--- src/rtl/mu0_pkg.sv ---
// MU0 shared definitions: FSM states, opcodes and ALU function codes.
// Imported by the MU0 control unit and its decoder.
package mu0_pkg;

  localparam int OPW = 4;
  localparam int FSW = 2;

  typedef enum logic [1:0] {
    S_FETCH = 2'b00,
    S_EXEC  = 2'b01,
    S_HALT  = 2'b10
  } state_t;

  localparam logic [OPW-1:0] OP_LDA = 4'd0;
  localparam logic [OPW-1:0] OP_STO = 4'd1;
  localparam logic [OPW-1:0] OP_ADD = 4'd2;
  localparam logic [OPW-1:0] OP_SUB = 4'd3;
  localparam logic [OPW-1:0] OP_JMP = 4'd4;
  localparam logic [OPW-1:0] OP_JGE = 4'd5;
  localparam logic [OPW-1:0] OP_JNE = 4'd6;
  localparam logic [OPW-1:0] OP_STP = 4'd7;

  localparam logic [FSW-1:0] FS_B   = 2'b00;
  localparam logic [FSW-1:0] FS_ADD = 2'b01;
  localparam logic [FSW-1:0] FS_INC = 2'b10;
  localparam logic [FSW-1:0] FS_SUB = 2'b11;

endpackage

--- src/rtl/mu0_decode.sv ---
// MU0 control decode: state, opcode, flags and memory ready
// to datapath controls and next state. Purely combinational.
module mu0_decode
  import mu0_pkg::*;
(
  input  state_t         st,
  input  logic [OPW-1:0] f,
  input  logic           n,
  input  logic           z,
  input  logic           rdy,
  output state_t         nxt,
  output logic           x_sel,
  output logic           y_sel,
  output logic           addr_sel,
  output logic           pc_en,
  output logic           ir_en,
  output logic           acc_en,
  output logic [FSW-1:0] alu_fs,
  output logic           mem_rd,
  output logic           mem_wr,
  output logic           halted
);

  always_comb begin
    nxt      = st;
    x_sel    = 1'b0;
    y_sel    = 1'b0;
    addr_sel = 1'b0;
    pc_en    = 1'b0;
    ir_en    = 1'b0;
    acc_en   = 1'b0;
    alu_fs   = FS_B;
    mem_rd   = 1'b0;
    mem_wr   = 1'b0;
    halted   = 1'b0;
    unique case (1'b1)
      (st == S_FETCH): begin
        mem_rd = 1'b1;
        x_sel  = 1'b1;
        alu_fs = FS_INC;
        ir_en  = rdy;
        pc_en  = rdy;
        nxt    = rdy ? S_EXEC : S_FETCH;
      end
      (st == S_EXEC): begin
        nxt = S_FETCH;
        unique case (f)
          OP_LDA: begin
            addr_sel = 1'b1;
            mem_rd   = 1'b1;
            acc_en   = rdy;
            nxt      = rdy ? S_FETCH : S_EXEC;
          end
          OP_STO: begin
            addr_sel = 1'b1;
            mem_wr   = 1'b1;
            nxt      = rdy ? S_FETCH : S_EXEC;
          end
          OP_ADD, OP_SUB: begin
            addr_sel = 1'b1;
            mem_rd   = 1'b1;
            alu_fs   = (f == OP_ADD) ? FS_ADD : FS_SUB;
            acc_en   = rdy;
            nxt      = rdy ? S_FETCH : S_EXEC;
          end
          OP_JMP: begin
            y_sel = 1'b1;
            pc_en = 1'b1;
          end
          OP_JGE: begin
            y_sel = 1'b1;
            pc_en = ~n;
          end
          OP_JNE: begin
            y_sel = 1'b1;
            pc_en = ~z;
          end
          OP_STP: nxt = S_HALT;
          default: nxt = S_FETCH;
        endcase
      end
      (st == S_HALT): halted = 1'b1;
      default: nxt = S_FETCH;
    endcase
  end

endmodule

--- src/rtl/mu0_control.sv ---
// MU0 control unit: state register, reset gating of all
// controls, and the combinational decoder.
module mu0_control
  import mu0_pkg::*;
(
  input  logic           Clk,
  input  logic           Reset,
  input  logic [OPW-1:0] F,
  input  logic           N,
  input  logic           Z,
  input  logic           Mem_Rdy,
  output logic           X_sel,
  output logic           Y_sel,
  output logic           Addr_sel,
  output logic           PC_En,
  output logic           IR_En,
  output logic           Acc_En,
  output logic [FSW-1:0] ALU_fs,
  output logic           MEM_rd,
  output logic           MEM_wr,
  output logic           Halted
);

  state_t         st;
  state_t         nxt;
  logic           d_x;
  logic           d_y;
  logic           d_addr;
  logic           d_pc;
  logic           d_ir;
  logic           d_acc;
  logic [FSW-1:0] d_fs;
  logic           d_rd;
  logic           d_wr;
  logic           d_halt;

  always_ff @(posedge Clk or negedge Reset) begin
    if (!Reset) st <= S_FETCH;
    else        st <= nxt;
  end

  mu0_decode u_dec (
    .st       (st),
    .f        (F),
    .n        (N),
    .z        (Z),
    .rdy      (Mem_Rdy),
    .nxt      (nxt),
    .x_sel    (d_x),
    .y_sel    (d_y),
    .addr_sel (d_addr),
    .pc_en    (d_pc),
    .ir_en    (d_ir),
    .acc_en   (d_acc),
    .alu_fs   (d_fs),
    .mem_rd   (d_rd),
    .mem_wr   (d_wr),
    .halted   (d_halt)
  );

  // reset low kills every control immediately, even mid-stall
  assign X_sel    = d_x    & Reset;
  assign Y_sel    = d_y    & Reset;
  assign Addr_sel = d_addr & Reset;
  assign PC_En    = d_pc   & Reset;
  assign IR_En    = d_ir   & Reset;
  assign Acc_En   = d_acc  & Reset;
  assign ALU_fs   = d_fs   & {FSW{Reset}};
  assign MEM_rd   = d_rd   & Reset;
  assign MEM_wr   = d_wr   & Reset;
  assign Halted   = d_halt & Reset;

endmodule
--- config.mk ---
export PLATFORM = sky130hd
export DESIGN_NAME = mu0_control
export DESIGN_NICKNAME = d
export VERILOG_FILES = /design/src/rtl/mu0_pkg.sv /design/src/rtl/mu0_decode.sv /design/src/rtl/mu0_control.sv
export SDC_FILE = /design/constraint.sdc
export NUM_CORES = 1
export LEC_CHECK = 0
export CAP_MARGIN = 20
export CORE_AREA = 2 2 39 41
export DETAILED_ROUTE_END_ITERATION = 7
export DIE_AREA = 0 0 41 43
export GPL_TIMING_DRIVEN = 0
export SLEW_MARGIN = 20
export SYNTH_ARGS = -nofsm -noshare
export SYNTH_HDL_FRONTEND = slang
export SYNTH_SLANG_ARGS = --single-unit
--- constraint.sdc ---
create_clock -name Clk -period 3.03 [get_ports Clk]
set_clock_uncertainty 0.05 [all_clocks]
set_input_delay 0.606 -clock Clk [delete_from_list [all_inputs] [get_ports Clk]]
set_output_delay 0.606 -clock Clk [all_outputs]
set_load 0.02 [all_outputs]
; Yosys cells after proc, flatten, opt, wreduce, memory -nomap -nowiden
; Cells that the tools add are included.
[op_classes]
magnitude_cmp = 0
n_eq_ne = 9
shift = 0
reduce_logical = 6
n_div = 0
n_bitwise = 12
n_mul = 0
n_addsub = 0
mux = 22
[op_table]
columns = operator, n
row1 = $eq 4x3->1 const B, 4
row2 = $mux 1, 14
row3 = $and 1x1->1, 9
row4 = $eq 4x2->1 const B, 2
row5 = $pmux 2 s2, 2
row6 = $pmux 2 s3, 1
row7 = $reduce_or 3->1, 2
row8 = $eq 4x1->1 const B, 1
row9 = $logic_not 4->1, 1
row10 = $mux 2, 2
row11 = $pmux 1 s2, 2
row12 = $reduce_or 4->1, 1
row13 = $pmux 1 s3, 1
row14 = $and 2x2->2, 1
row15 = $eq 2x1->1 const B, 1
row16 = $eq 2x2->1 const B, 1
row17 = $logic_not 2->1, 1
row18 = $not 1->1, 2
row19 = $reduce_or 2->1, 1
[totals]
mem_bits_ro = 0
memories = 0
latchBits = 0
wordCells = 50
mem_bits_rw = 0
input_bits = 9
regBits = 2

; Logic depth before layout (Yosys ltp)
[depth]
ltp_word = 5
mapped_depth = 4
depth_no_buf = 3

; Cells and area by module
; From an unflattened synthesis, not the netlist that was laid out.
[hier_totals]
hier_cells = 41
area_unflattened_um2 = 274.0
[modules_own_cells]
columns = mod, seq_area_each_um2, n_inst, area_each_um2, cells_each
row1 = mu0_decode, 0.0, 1, 143.9, 27
row2 = mu0_control, 50.0, 1, 130.1, 14

; Worst setup path after synthesis
; No wires, ideal clock.
[synth_timing]
path_kind = input to output
start = in Reset
end = out Acc_En
path_stages = 3
setup_slack_ns = 0.942
n_path_buf = 0
t_arrival_ns = 1.432
cell_sequence = nand2b_4 > nor4b_4 > and3_1
[synth_between]
elab_chain_len = 1
[synth_lines]
columns = element, line_no
row1 = from (decl), mu0_control.sv:7  ; input logic Reset,
row2 = $and 1x1->1, mu0_control.sv:67  ; assign Acc_En = d_acc & Reset;
row3 = to (decl), mu0_control.sv:17  ; output logic Acc_En,
; No other way between the ends.

; Final worst setup path
[layout_timing]
start = in F[3]
end = out MEM_wr
[layout_between]
elab_chain_len = 4
[layout_lines]
columns = element, line_no
row1 = from (decl), mu0_control.sv:8  ; input logic [OPW-1:0] F,
row2 = $eq 4x1->1, mu0_decode.sv:47  ; unique case (f)
row3 = $mux 1, mu0_decode.sv:47
row4 = $mux 1, mu0_decode.sv:36  ; unique case (1'b1)
row5 = $and 1x1->1, mu0_control.sv:70  ; assign MEM_wr = d_wr & Reset;
row6 = to (decl), mu0_control.sv:20  ; output logic MEM_wr,
; No other way between the ends.

==> metrics.yaml <==
timing:
  min_period_over_period_pct: 94.9
  max_freq_mhz: 348
  tightestPinTransition_ns: 0.239
  hold_viol: 0
  drv_slew: 0
  finalSetupViolations: 0
  min_period_ns: 2.88
  rsz0062_at_grt: "false"
  maxSlewHeadroom_pct: 84.0
setup_path:
  rrSetupSlack_ns: 1.98
  arrival_ns: 2.22
  path_max_fanout: 4
  critical_path_required_ns: 2.37
  criticalPathCategory: "input pin to output pin"
  worst_setup_path_start_kind: "input pin"
  rr_endpoint: "st[1]$_DFFE_PN0P_"
  r2r_cells: 4
  reg2reg_from: "st[0]$_DFFE_PN0P_"
  cp-end-kind: "output pin"
run_status:
  status: "completed"
logic_synthesis:
  synth_top_family_by_area: "simple AND/OR/NAND/NOR gates"
  synth-seq-cells: 2
  synth_nets: 39
  postSynthAreaPerCell_sq_um: 7.97
  synth_mux_area_share_pct: 0
  synthXorXnorAreaFrac_pct: 0
  synth-adder-area-share_pct: 0
  synth-seq-area-share_pct: 20.9
  syn_inst: 30
  syn_area_sq_um: 239
  synth_compound_area_share_pct: 16.2
  yosys_warnings: 0
  synthSimpleGateAreaFrac_pct: 56.5
  ys_types: 18
place:
  placed_cell_area_sq_um: 449
  place_hpwl_microns: 517
  io_buffers: 19
  place.gp.congestion: 0.731
cells_and_area:
  post-route-util_pct: 34.0
  drive_gt1_share_pct: 17.3
  diodes: 0
  final_cell_area_sq_um: 470
  largest_register: "st"
  largest_reg_flops: 2
  mostFrequentLayoutCells: "18 x clkdlybuf4s50_1, 4 x a21oi_1, 3 x nor2_1, 3 x nand2_1, 3 x clkbuf_4"
  layout_commonest_cell: "clkdlybuf4s50_1"
  reg.largest.list: "st (2)"
  filler_cell_count: 158
  area_growth_pct: 96.9
  final_net_count: 63
clock_network:
  postCtsHoldBufs: 0
  postCtsSetupRepairBufs: 0
  cts.sinks: 2
  clk_latency_ns: 0.23
  cts_resized: 1
  clkSlewWorstSetupHoldPaths_ns: 0.03
  cts_tree: "done"
  clk_path_buf_depth: 2
  htree_num_levels: 1
  cts_buffers: 3
  cts_root_buf: "clkbuf_4"
detailed_routing:
  vias: 303
  drc: 0
  top_layer: "met3"
  ant_nets: 0
  routed_wl_microns: 658
  via_per_inst: 4.46
  wl_met3_microns: 64
  wl_per_cell_microns: 9.68
  drt_first_pass_iters: 4
  dr_wl_met2_microns: 313
  wl_met1_microns: 280
  first_iter_violations: 9
pwr:
  power_leakage_nw: 0.181
  power_uw: 165
  p_per_area_nw_per_um2: 352
  ir_drop_uv: 170
die:
  num_io_pins: 20
  initial_utilization_pct: 17.3
  die_w_microns: 41
  core_area_sq_um: 1380
  die_y_microns: 43
  std_cell_rows: 14
  dieArea_sq_um: 1760
grt:
  grt_pass1_wl_mm: 1.11
  grt_pass1_vias: 271
  grt_overflow: 0
  antenna_found_initial: 0
  grt_max_degree: 11
  grt.total_usage_pct: 9.52
run:
  max_cap_violations: 0
hold_path:
  hold_path.class: "input pin to asynchronous set/reset pin"
worst max-delay path by stage:
stage | from | endpoint | slack [ns] | cells after the start
floorplan | Reset | Acc_En | 0.94 | 3
global placement | Reset | Acc_En | -0.05 | 5
detailed placement | Reset | Acc_En | -0.04 | 5
CTS | F[3] | MEM_wr | 0.14 | 5
global route | F[3] | MEM_wr | 0.02 | 5
finish | F[3] | MEM_wr | 0.15 | 5
worst max-delay path, cell delays in order:
cell and delay, ns:
clkdlybuf4s50_1 0.47, nor2_1 0.25, nand2_1 0.08, nor3_1 0.18
clkdlybuf4s50_1 0.63
cells in the mapped netlist:
library cell / instances / area (sq um)
a21oi_1: 4 / 20.0
nor3b_1: 1 / 7.51
nand2_1: 3 / 11.3
nand3b_1: 1 / 7.51
o21ai_0: 2 / 10.0
buf_6: 1 / 11.3
nor3_1: 1 / 5.00
and3_1: 2 / 12.5
nor2_1: 3 / 11.3
nand2b_1: 2 / 12.5
inv_1: 1 / 3.75
a31o_2: 1 / 8.76
nand2b_4: 1 / 13.8
nand3_1: 2 / 10.0
and4bb_2: 1 / 12.5
dfrtp_1: 2 / 50.1
and2_2: 1 / 7.51
nor4b_4: 1 / 23.8
area by class of cell:
cell class,instances,area (sq um),share of cell area [%]
Multi-Input combinational cell,26,174,37.0
Inverter,1,3.75,0.798
Clock buffer,3,22.5,4.79
Buffer,1,11.3,2.39
Timing Repair Buffer,19,189,40.2
Tap cell,16,20.0,4.26
Sequential cell,2,50.0,10.6
report_power, final:
part | total (mW) | switching (mW) | internal, mW
Combinational | 0.0739 | 0.0350 | 0.0390
Sequential | 0.0317 | 0.00190 | 0.0298
Clock | 0.0598 | 0.0160 | 0.0438
Total | 0.165 | 0.0529 | 0.113
logic make-up (layout without fill, tap and decap cells):
family	Yosys count	count (layout)
simple gates	19	19
compound gates	7	7
flops	2	2
buf+inv	2	24
metal layers:
layer	up-vias	global-route usage [%]
met5	-	0
met4	0	6.00
met3	0	3.66
met2	17	11.9
met1	133	13.1
li1	153	-
through the flow:
stage	worst slack [ns]	setup TNS, ns	hold slack (ns)	instances
detailed placement	-0.0414	-0.0617	0.435	65
finish	0.154	0	0.286	68
CTS	0.143	0	0.284	68
global route	0.0220	0	0.305	68
floorplan	0.942	0	0.260	30
global placement	-0.0495	-0.0751	0.431	65
Power figures use the tool's default switching activity.
